### src/rtl/apb2axi_pkg.sv
// Shared defaults and width helpers for the APB-to-AXI request arbiter.
// Imported by the arbiter top and its round-robin picker.
package apb2axi_pkg;

   localparam int ARB_NUM_REQ     = 4;
   localparam int ARB_MAX_BURST   = 4;
   localparam int ARB_ENTRY_WIDTH = 64;
   localparam int ARB_CNT_W       = 4;

   function automatic int src_w(input int n);
      return (n <= 2) ? 1 : $clog2(n);
   endfunction

endpackage

### src/rtl/apb2axi_rr_pick.sv
// Combinational modulo priority search: first set bit of req at or after start.
// Returns a one-hot grant, its index and whether any request was found.
module apb2axi_rr_pick
   import apb2axi_pkg::*;
#(
   parameter int N  = ARB_NUM_REQ,
   parameter int IW = src_w(N)
) (
   input  logic [N-1:0]  req,
   input  logic [IW-1:0] start,
   output logic [N-1:0]  gnt,
   output logic [IW-1:0] idx,
   output logic          any
);

   logic [IW:0]   sum;
   logic [IW-1:0] pos;

   always_comb begin
      gnt = '0;
      idx = '0;
      any = 1'b0;
      sum = '0;
      pos = '0;
      for (int k = 0; k < N; k++) begin
         sum = {1'b0, start} + (IW+1)'(k);
         if (sum >= (IW+1)'(N))
            sum = sum - (IW+1)'(N);
         pos = sum[IW-1:0];
         if (!any && req[pos]) begin
            any      = 1'b1;
            gnt[pos] = 1'b1;
            idx      = pos;
         end
      end
   end

endmodule

### src/rtl/apb2axi_req_arb.sv
// Round-robin request arbiter with bounded bursts feeding one output register.
// Output register pops and reloads in the same cycle for full throughput.
module apb2axi_req_arb
   import apb2axi_pkg::*;
#(
   parameter int  NUM_REQ     = ARB_NUM_REQ,
   parameter int  ENTRY_WIDTH = ARB_ENTRY_WIDTH,
   parameter int  MAX_BURST   = ARB_MAX_BURST,
   localparam int SRC_W       = src_w(NUM_REQ)
) (
   input  logic                                clk,
   input  logic                                resetn,
   input  logic [NUM_REQ-1:0]                  req_valid,
   output logic [NUM_REQ-1:0]                  req_ready,
   input  logic [NUM_REQ-1:0][ENTRY_WIDTH-1:0] req_data,
   output logic                                out_valid,
   input  logic                                out_ready,
   output logic [ENTRY_WIDTH-1:0]              out_data,
   output logic [SRC_W-1:0]                    out_src
);

   localparam int CW = ARB_CNT_W;

   logic                   out_valid_q, out_valid_d;
   logic [ENTRY_WIDTH-1:0] out_data_q, out_data_d;
   logic [SRC_W-1:0]       out_src_q, out_src_d;
   logic [SRC_W-1:0]       last_src_q, last_src_d;
   logic [CW-1:0]          burst_cnt_q, burst_cnt_d;

   logic               load, sticky, any, xfer;
   logic [SRC_W-1:0]   start, pick_idx;
   logic [NUM_REQ-1:0] grant;

   assign load   = !out_valid_q || out_ready;
   assign sticky = (burst_cnt_q != '0)
                && (burst_cnt_q < CW'(MAX_BURST))
                && req_valid[last_src_q];

   // Sticky bursts restart the search at last_src; otherwise it goes last.
   always_comb begin
      start = last_src_q + SRC_W'(1);
      if (sticky)
         start = last_src_q;
      else if (last_src_q == SRC_W'(NUM_REQ-1))
         start = '0;
   end

   apb2axi_rr_pick #(
      .N  (NUM_REQ),
      .IW (SRC_W)
   ) u_pick (
      .req   (req_valid),
      .start (start),
      .gnt   (grant),
      .idx   (pick_idx),
      .any   (any)
   );

   assign xfer      = load && any && resetn;
   assign req_ready = xfer ? grant : '0;

   always_comb begin
      out_valid_d = out_valid_q;
      out_data_d  = out_data_q;
      out_src_d   = out_src_q;
      last_src_d  = last_src_q;
      burst_cnt_d = burst_cnt_q;
      if (load)
         out_valid_d = any;
      if (xfer) begin
         out_data_d = req_data[pick_idx];
         out_src_d  = pick_idx;
         last_src_d = pick_idx;
         if (pick_idx != last_src_q)
            burst_cnt_d = CW'(1);
         else if (burst_cnt_q < CW'(MAX_BURST))
            burst_cnt_d = burst_cnt_q + CW'(1);
      end
   end

   always_ff @(posedge clk or negedge resetn) begin
      if (!resetn) begin
         out_valid_q <= 1'b0;
         out_data_q  <= '0;
         out_src_q   <= '0;
         last_src_q  <= SRC_W'(NUM_REQ-1);
         burst_cnt_q <= '0;
      end else begin
         out_valid_q <= out_valid_d;
         out_data_q  <= out_data_d;
         out_src_q   <= out_src_d;
         last_src_q  <= last_src_d;
         burst_cnt_q <= burst_cnt_d;
      end
   end

   assign out_valid = out_valid_q;
   assign out_data  = out_data_q;
   assign out_src   = out_src_q;

endmodule

### config.mk
export PLATFORM = sky130hd
export DESIGN_NAME = apb2axi_req_arb
export DESIGN_NICKNAME = d
export VERILOG_FILES = /design/src/rtl/apb2axi_pkg.sv /design/src/rtl/apb2axi_rr_pick.sv /design/src/rtl/apb2axi_req_arb.sv
export SDC_FILE = /design/constraint.sdc
export NUM_CORES = 1
export LEC_CHECK = 0
export BUFFER_PORTS_ARGS = -buffer_cell sky130_fd_sc_hd__buf_2
export CAP_MARGIN = 15
export CORE_AREA = 4 4 128 130
export CTS_CLUSTER_SIZE = 40
export DETAILED_ROUTE_END_ITERATION = 12
export DIE_AREA = 0 0 132 134
export PLACE_DENSITY = 0.69
export SLEW_MARGIN = 15
export SYNTH_ARGS = -nofsm -noshare
export SYNTH_HDL_FRONTEND = slang
export SYNTH_HIERARCHICAL = 1
export SYNTH_SLANG_ARGS = --single-unit
### constraint.sdc
create_clock -name clk -period 8.9 [get_ports clk]
set_input_delay 1.335 -clock clk [delete_from_list [all_inputs] [get_ports clk]]
set_output_delay 1.335 -clock clk [all_outputs]
set_load 0.005 [all_outputs]
==> flow_metrics.py, run 1 <==
metrics = {
    "sta": {
        "finalSetupTns_ps": 0,
        "hold_violations": 0,
        "drv_slew": 0,
        "min_period_ps": 5710,
        "clock_skew_ps": 5.11,
        "slew-limit-headroom": 0.392,
        "worstMarginPinSlew_ps": 912,
        "finalCritPeriodShare": 0.642,
        "timing.fmax_mhz": 175,
        "setup_viol": 0,
        "rsz0062_at_grt": "no",
    },
    "clocking": {
        "clock_latency_ps": 330,
        "ctsResizeCount": 0,
        "h-tree-depth": 3,
        "numCtsBuffers": 9,
        "cts_setup_buffers": 0,
        "clk_path_buf_depth": 2,
        "clk_pin_slew_worst_paths_ps": 50,
        "cts_root_buf": "clkbuf_16",
        "cts_hold_buf": 0,
        "cts_tree": "built",
        "cts_num_sinks": 73,
    },
    "logic_synthesis": {
        "ys_seq_elements": 73,
        "synth_area_per_cell_um2": 10.8,
        "ys_async_sr_fraction": 1.00,
        "synth_top_area_frac": 0.365,
        "netlist.top_cell.by_area": "dfrtp_1",
        "yosys_warnings": 6,
        "synth.distinct_cells": 38,
        "syn_inst": 451,
        "ys_seq_area_frac": 0.375,
        "ys.flop_type": "dfrtp_1",
        "synth_edf_count": 0,
        "syn_area_mm2": 0.00487,
        "synth_nets": 722,
        "synthTopCellsByArea": "dfrtp_1 36%, mux4_2 31%, nand2_1 16%, ha_1 2.1%, buf_6 1.6%",
    },
    "final_layout": {
        "syn2layout_area_growth_pct": 42.2,
        "finalNetCount": 1037,
        "multi_input_area_mm2": 0.00287,
        "fillers": 1450,
        "regArea_mm2": 0.00183,
        "drive_above_1_share": 0.557,
        "diodes": 0,
    },
    "floorplanning": {
        "ios": 334,
        "coreArea_mm2": 0.0151,
        "start_util": 0.322,
        "rows": 45,
        "die_x_um": 132,
        "die-area_mm2": 0.0177,
        "fp.dieH_um": 134,
    },
    "outcome": {
        "status": "finished, final reports clean",
    },
    "pwr": {
        "p_int_uw": 2040,
        "power_leakage_uw": 0.00365,
        "swShare": 0.415,
        "clock_power_share": 0.096,
        "combPwrFrac": 0.735,
        "total_power_uw": 3480,
        "powerDensity_mw_per_mm2": 503,
        "p_switching_uw": 1450,
        "ir_drop_uv": 350,
        "power_frac_seq": 0.169,
    },
    "global_routing": {
        "antenna_found_initial": 0,
        "grt_pass1_wl_mm": 24.8,
        "first_global_vias": 4954,
        "grt_max_degree": 75,
        "gr-total-overflow": 0,
        "grt_usage": 0.177,
    },
    "hold_path": {
        "whs_endpoint": "out_data[35]",
        "whs_path_depth": 2,
        "holdCritStartpoint": "out_data[35]",
        "min_path_type": "reg -> reg",
    },
    "placed_design": {
        "place_congestion": 0.821,
        "numPortBuffers": 333,
        "hpwl_mm": 12.6,
    },
    "routing": {
        "drtPass1Iterations": 6,
        "drtAntennaViolNets": 0,
        "drtIter0Drc": 261,
        "wl_mm": 16.3,
        "vias": 4809,
        "viasPerCell": 5.03,
        "drc": 0,
        "wire_per_inst_um": 17.1,
    },
    "run": {
        "max-cap-violations": 0,
    },
    "setup_path": {
        "cp-start-kind": "input port",
        "r2r_cells": 18,
        "r2r_slack_ps": 3610,
        "reg2reg_from": "burst_cnt_q[0]",
        "worstSetupPathType": "in -> out",
        "cp_max_fo": 10,
        "crit_arrival_ps": 4380,
        "r2r-end": "burst_cnt_q[0]",
        "cp_data_required_time_ps": 7570,
        "end_kind": "output pin",
    },
}
-- stage by stage --
stage	std cells	cell area, µm²	utilization	worst slack, ps	hold WS (ps)
2_1_floorplan	451	4870	-	3640	470
3_3_place_gp	943	6660	0.439	2980	453
3_5_place_dp	943	6660	0.439	2860	456
4_1_cts	956	6930	0.457	3220	469
5_1_grt	956	6930	0.457	2770	480
6_report	956	6930	0.457	3190	465
-- metal layers --
layer | GRT usage | share of wire
met1 | 0.198 | 0.38
met3 | 0.0371 | 0.072
met2 | 0.330 | 0.53
met5 | 0 | 0
met4 | 0.0671 | 0.024
-- cell usage in the layout, fill, tap and decap left out, types with 3 or more instances in the layout --
master,instances
mux4_2,66
ha_1,8
o21ai_0,6
buf_4,5
nand2b_1,4
dfrtp_1,71
nor2_1,8
and2_1,4
clkbuf_8,3
clkbuf_16,9
inv_1,5
buf_2,332
a22oi_1,8
mux2_2,4
nand2_1,204
-- sequential cells by signal, summed over array words and instances (netlist names) --
name         count
out_data        64
out_valid        1
out_src          2
last_src_q       2
burst_cnt_q      4
-- power by group through the flow --
| stage | Clock [µW] | Sequential [µW] | Combinational [µW] |
|---|---|---|---|
| after CTS | 347 | 591 | 2600 |
| final | 334 | 590 | 2560 |
| after global placement | 0 | 589 | 2550 |
| after global routing | 358 | 609 | 2810 |
| after detailed placement | 0 | 594 | 2590 |
| after floorplan | 0 | 597 | 2090 |
-- kinds of logic after synthesis --
family	after synthesis	share of synthesized area
AND/OR/NAND/NOR	231	0.192
adder cells (fa/ha/maj)	8	0.0205
XOR/XNOR	2	0.00360
flip-flops	73	0.375
buffers and inverters	38	0.0426
AO/OA/AOI/OAI	25	0.0370
multiplexers	74	0.329
-- cell usage after synthesis (2+ instances only) --
master,instances
a22oi_1,8
a21oi_1,2
nor3_1,2
buf_1,9
mux4_2,66
nand2b_1,4
mux2_2,4
inv_1,5
dfrtp_1,71
clkbuf_1,7
buf_6,7
ha_1,8
nor2_1,8
buf_2,10
nand2_1,204
mux4_1,2
nand3_1,2
mux2i_1,2
and2_1,4
dfstp_2,2
xor2_1,2
o21ai_0,6
-- worst max-delay path, stage by stage --
cell	delay, ps
buf_2	130
mux2_2	260
nand2_1	80
a21oi_1	60
nor2_1	430
inv_1	190
ha_1	390
mux4_2	440
nor3_1	360
nand2b_1	180
and3_2	250
and2_1	160
buf_2	120
-- area by class of cell --
cell class              instances  area share
flip-flops and latches         73       0.264
inverters                       5     0.00271
multi-input cells             340       0.415
clock buffers                  13      0.0390
repair buffers                337       0.245
well taps                     188      0.0340
-- worst max path at each step --
stage                             from              to  slack [ps]  cells after the start
after global routing      req_valid[3]  burst_cnt_q[0]        2770                     17
after floorplan           req_valid[3]    req_ready[0]        3640                     15
final                     req_valid[1]    req_ready[1]        3190                     13
after detailed placement  req_valid[3]  burst_cnt_q[0]        2860                     17
after CTS                 req_valid[3]    req_ready[1]        3220                     13
after global placement    req_valid[3]  burst_cnt_q[0]        2980                     17
(Power assumes the default switching activity.)
==> run 2: changes to the inputs <==
Settings changed: ABC_AREA from default to 1, CORE_AREA 4 4 128 130 to 4 4 127 129, DIE_AREA 0 0 132 134 to 0 0 131 133, PLACE_DENSITY 0.69 to 0.75.
Clock period 8.9 ns to 5.3 ns, I/O delays scaled along.
==> flow_metrics.py, run 2 <==
metrics = {
    "sta": {
        "setup_viol": 0,
        "finalSetupTns_ps": 0,
        "rsz0062_at_grt": "no",
        "holdWs_ps": 384,
        "slew-limit-headroom": 0.446,
        "finalCritPeriodShare": 0.844,
        "worstMarginPinSlew_ps": 832,
        "min_period_ps": 4470,
        "worst_slack_ps": 829,
        "clock_skew_ps": 9.34,
        "drv_slew": 0,
        "timing.fmax_mhz": 224,
        "hold_violations": 0,
    },
    "clocking": {
        "clk_pin_slew_worst_paths_ps": 60,
        "cts_tree": "built",
        "cts_hold_buf": 0,
        "ctsResizeCount": 0,
        "clk_path_buf_depth": 2,
        "h-tree-depth": 3,
        "clock_latency_ps": 330,
        "cts_root_buf": "clkbuf_16",
        "cts_setup_buffers": 0,
        "numCtsBuffers": 9,
        "cts_num_sinks": 73,
    },
    "placed_design": {
        "numPortBuffers": 333,
        "hpwl_mm": 15.5,
        "dpl_worst_slack_ps": 975,
        "placed_cells": 1388,
        "place_congestion": 0.866,
    },
    "final_layout": {
        "largest_register_ff_count": 64,
        "layout_commonest_cell": "buf_2",
        "multi_input_area_mm2": 0.00330,
        "final_cell_mix": "332 x buf_2, 302 x nand2_1, 265 x nor2_1, 71 x dfrtp_1, 69 x o21ai_0",
        "finalNetCount": 1482,
        "regArea_mm2": 0.00183,
        "fin_cells": 1406,
        "fillers": 1585,
        "drive_above_1_share": 0.311,
        "syn2layout_area_growth_pct": 34.4,
    },
    "setup_path": {
        "end_kind": "output pin",
        "slowest_delay_ps": 590,
        "crit_path_cell_trace": "inv_1, nand2_1, nand3_1, nand3_1, nand2_1, nand2_1, inv_2, ha_1, inv_1, nand2_1, nand2_2, nor2_4, nand4_1, nand2_1, a21oi_4, inv_2, nor2_1, buf_2",
        "cp_max_fo": 30,
        "cp_data_required_time_ps": 4510,
        "critPathTopFamily": "simple AND/OR/NAND/NOR gates",
        "worstSetupPathType": "reg -> out",
        "cp-start-kind": "register",
        "crit_arrival_ps": 3680,
        "critical_path_buf_inv_count": 5,
        "cpMostUsedCell": "nand2_1",
        "critPathSlowestCell": "dfstp_2",
    },
    "logic_synthesis": {
        "synth_edf_count": 0,
        "yosys_warnings": 6,
        "ys_async_sr_fraction": 1.00,
        "synth_nets": 1191,
        "ys_seq_area_frac": 0.328,
        "synth_common_cells": "302 x nand2_1, 265 x nor2_1, 71 x dfrtp_1, 69 x o21ai_0, 61 x o21ai_1",
        "netlist.top_cell.by_area": "dfrtp_1",
        "synth_top_area_frac": 0.319,
        "syn_area_mm2": 0.00558,
        "syn_inst": 920,
        "ys.flop_type": "dfrtp_1",
        "ys_seq_elements": 73,
        "synth.distinct_cells": 28,
        "synth_area_per_cell_um2": 6.06,
        "synthTopCellsByArea": "dfrtp_1 32%, nand2_1 20%, nor2_1 18%, o21ai_0 6.2%, o21ai_1 5.5%",
        "post-synth-top-count-cell": "nand2_1",
    },
    "floorplanning": {
        "fp.dieH_um": 133,
        "rows": 45,
        "die-area_mm2": 0.0174,
        "ios": 334,
        "die_x_um": 131,
        "coreArea_mm2": 0.0150,
        "start_util": 0.371,
    },
    "routing": {
        "drtIter0Drc": 390,
        "vias": 6845,
        "drtPass1Iterations": 4,
        "drc": 0,
        "wire_per_inst_um": 15.0,
        "drtAntennaViolNets": 0,
        "viasPerCell": 4.87,
        "wl_mm": 21.0,
    },
    "run": {
        "max-cap-violations": 0,
    },
    "global_routing": {
        "top_usage_layer": "met2",
        "use_met2": 0.392,
        "gr-total-overflow": 0,
        "grt_use_met1": 0.268,
        "use_met3": 0.0472,
        "grt_usage": 0.227,
        "grt_max_degree": 132,
        "grt_pass1_wl_mm": 31.4,
        "antenna_found_initial": 5,
        "first_global_vias": 6351,
    },
    "outcome": {
        "status": "finished, final reports clean",
    },
    "hold_path": {
        "min_path_type": "in -> async",
    },
}
[run 2: cell count changes in the layout (fill, tap and decap cells not counted), sizes merged, moves of 11 or more]
cell   delta
mux4     -68
o21ai   +124
nand2   +109
nand4    +11
nand3    +20
inv      +17
nor2    +258
[run 2: stage by stage]
step	area (µm²)	util
4_1_cts	7480	0.498
5_1_grt	7490	0.499
3_3_place_gp	7200	0.479
2_1_floorplan	5580	-
3_5_place_dp	7200	0.479
6_report	7490	0.499
[run 2: layer usage]
metal  wire length [µm]  part of all wire
met3               1820             0.086
met4                662             0.031
met1               8190              0.39
met2              10400              0.49
met5                  0                 0
[run 2: cell type report]
cell class              count  area share
multi-input cells         765       0.441
flip-flops and latches     73       0.244
clock buffers              11      0.0324
well taps                 188      0.0314
clock inverters             3     0.00568
repair buffers            340       0.233
inverters                  22      0.0114
diodes                      4     0.00134
[run 2: kinds of logic (layout without fill, tap and decap cells)]
kind of cell	after synthesis	in the layout	synth area share
other	0	4	0
XOR/XNOR	1	1	0.00157
flip-flops	73	73	0.328
buffers and inverters	82	376	0.0862
AND/OR/NAND/NOR	612	612	0.434
AO/OA/AOI/OAI	144	144	0.132
adder cells (fa/ha/maj)	8	8	0.0180
[run 2: path summary, 6_finish.rpt]
kind,startpoint,end,slack (ps),cells after the start
max in group asynchronous,resetn,out_data[39],3930,2
worst min register to register,out_data[12],out_data[12],470,2
worst max-delay path,last_src_q[0],req_ready[0],830,18
min in group clk,out_data[12],out_data[12],470,2
worst max register to register,last_src_q[0],out_data[21],1190,20
worst min-delay path,resetn,out_data[4],380,1
[run 2: worst reg2reg max path: cells and delay by family, from the launching register on]
family / cells / cell delay [ps]
buffers and inverters: 4 / 1030
adder cells (fa/ha/maj): 1 / 380
AO/OA/AOI/OAI: 2 / 340
flip-flops: 1 / 590
AND/OR/NAND/NOR: 13 / 1640
Power of run 2 is not shown: default switching activity piles up to over one toggle a cycle in this logic, so the estimate is an artifact.
==> run 3: changes to the inputs <==
Clock period 5.3 ns to 4.45 ns, I/O delays scaled along.
==> flow_metrics.py, run 3 (synthesis gave the netlist of run 2 again) <==
metrics = {
    "routing": {
        "drtIter0Drc": 334,
        "wl_mm": 20.9,
        "drtAntennaViolNets": 0,
        "drtPass1Iterations": 5,
        "drc": 0,
        "viasPerCell": 4.86,
        "wire_per_inst_um": 14.9,
        "vias": 6840,
    },
    "floorplanning": {
        "fp.dieH_um": 133,
        "coreArea_mm2": 0.0150,
        "ios": 334,
        "start_util": 0.371,
        "die-area_mm2": 0.0174,
        "die_x_um": 131,
        "rows": 45,
    },
    "placed_design": {
        "place_congestion": 0.878,
        "hpwl_mm": 15.8,
        "numPortBuffers": 333,
    },
    "hold_path": {
        "min_path_type": "in -> async",
    },
    "sta": {
        "timing.fmax_mhz": 248,
        "rsz0062_at_grt": "no",
        "slew-limit-headroom": 0.461,
        "worstMarginPinSlew_ps": 808,
        "finalCritPeriodShare": 0.908,
        "drv_slew": 0,
        "setup_viol": 0,
        "clock_skew_ps": 8.92,
        "finalSetupTns_ps": 0,
        "hold_violations": 0,
        "min_period_ps": 4040,
    },
    "global_routing": {
        "grt_max_degree": 132,
        "antenna_found_initial": 5,
        "grt_usage": 0.224,
        "first_global_vias": 6223,
        "grt_pass1_wl_mm": 31.0,
        "gr-total-overflow": 0,
    },
    "clocking": {
        "clk_path_buf_depth": 2,
        "cts_tree": "built",
        "cts_setup_buffers": 0,
        "h-tree-depth": 3,
        "clk_pin_slew_worst_paths_ps": 60,
        "ctsResizeCount": 0,
        "numCtsBuffers": 9,
        "clock_latency_ps": 330,
        "cts_root_buf": "clkbuf_16",
        "cts_num_sinks": 73,
        "cts_hold_buf": 0,
    },
    "final_layout": {
        "finalNetCount": 1485,
        "final_cell_mix": "332 x buf_2, 302 x nand2_1, 265 x nor2_1, 71 x dfrtp_1, 69 x o21ai_0",
        "layout_commonest_cell": "buf_2",
        "fillers": 1598,
        "syn2layout_area_growth_pct": 34.7,
        "largest_register_ff_count": 64,
        "drive_above_1_share": 0.313,
    },
    "setup_path": {
        "crit_arrival_ps": 3370,
        "worstSetupPathType": "reg -> out",
        "cp_max_fo": 9,
        "end_kind": "output pin",
        "cp_data_required_time_ps": 3780,
        "cp-start-kind": "register",
    },
    "outcome": {
        "status": "finished, final reports clean",
    },
    "run": {
        "max-cap-violations": 0,
    },
}
[run 3: stage by stage]
stage	cell area [µm²]	setup slack, ps	hold WS, ps	utilization	std cells
after floorplan	5580	1010	372	-	920
after global placement	7220	594	450	0.480	1391
after detailed placement	7220	487	460	0.480	1391
after CTS	7510	437	312	0.500	1407
after global routing	7510	97.0	333	0.500	1408
final	7510	410	301	0.500	1408
[run 3: critical path, stage by stage (launching register included)]
cell     delay, ps
dfstp_2        610
inv_1          150
nand2_1         80
nand3_1        100
nand3_1        130
nand2_1         50
nand2_1        230
inv_2          170
ha_1           380
inv_1          100
nand3_1        100
nand2_1         60
nor2_1         330
a21oi_1        150
nand3_1        110
inv_1           40
nor2_1         120
buf_2          130
[run 3: routing by layer]
metal / routed length, µm / global-route usage / vias to the layer above
li1: - / - / 3470
met1: 8400 / 0.266 / 3051
met2: 10400 / 0.395 / 278
met3: 1660 / 0.0480 / 37
met4: 502 / 0.0777 / 4
met5: 21 / 0 / -
[run 3: layout make-up]
| cell class | count | area (µm²) | area share |
|---|---|---|---|
| diodes | 1 | 2.50 | 0.000333 |
| clock buffers | 11 | 233 | 0.0310 |
| clock inverters | 5 | 56.3 | 0.00749 |
| inverters | 22 | 85.1 | 0.0113 |
| multi-input cells | 765 | 3300 | 0.440 |
| flip-flops and latches | 73 | 1830 | 0.243 |
| well taps | 188 | 235 | 0.0313 |
| repair buffers | 343 | 1770 | 0.235 |
[run 3: worst paths after layout]
check / start / endpoint / slack [ps] / cells past startpoint
min in group clk: out_data[9] / out_data[9] / 470 / 2
max in group asynchronous: resetn / out_data[37] / 3260 / 2
hold / removal: resetn / out_data[6] / 300 / 1
setup reg to reg: last_src_q[0] / out_data[27] / 450 / 21
setup / recovery: last_src_q[0] / req_ready[2] / 410 / 17
hold reg to reg: out_data[9] / out_data[9] / 470 / 2
Power of run 3 is left out for the same reason.
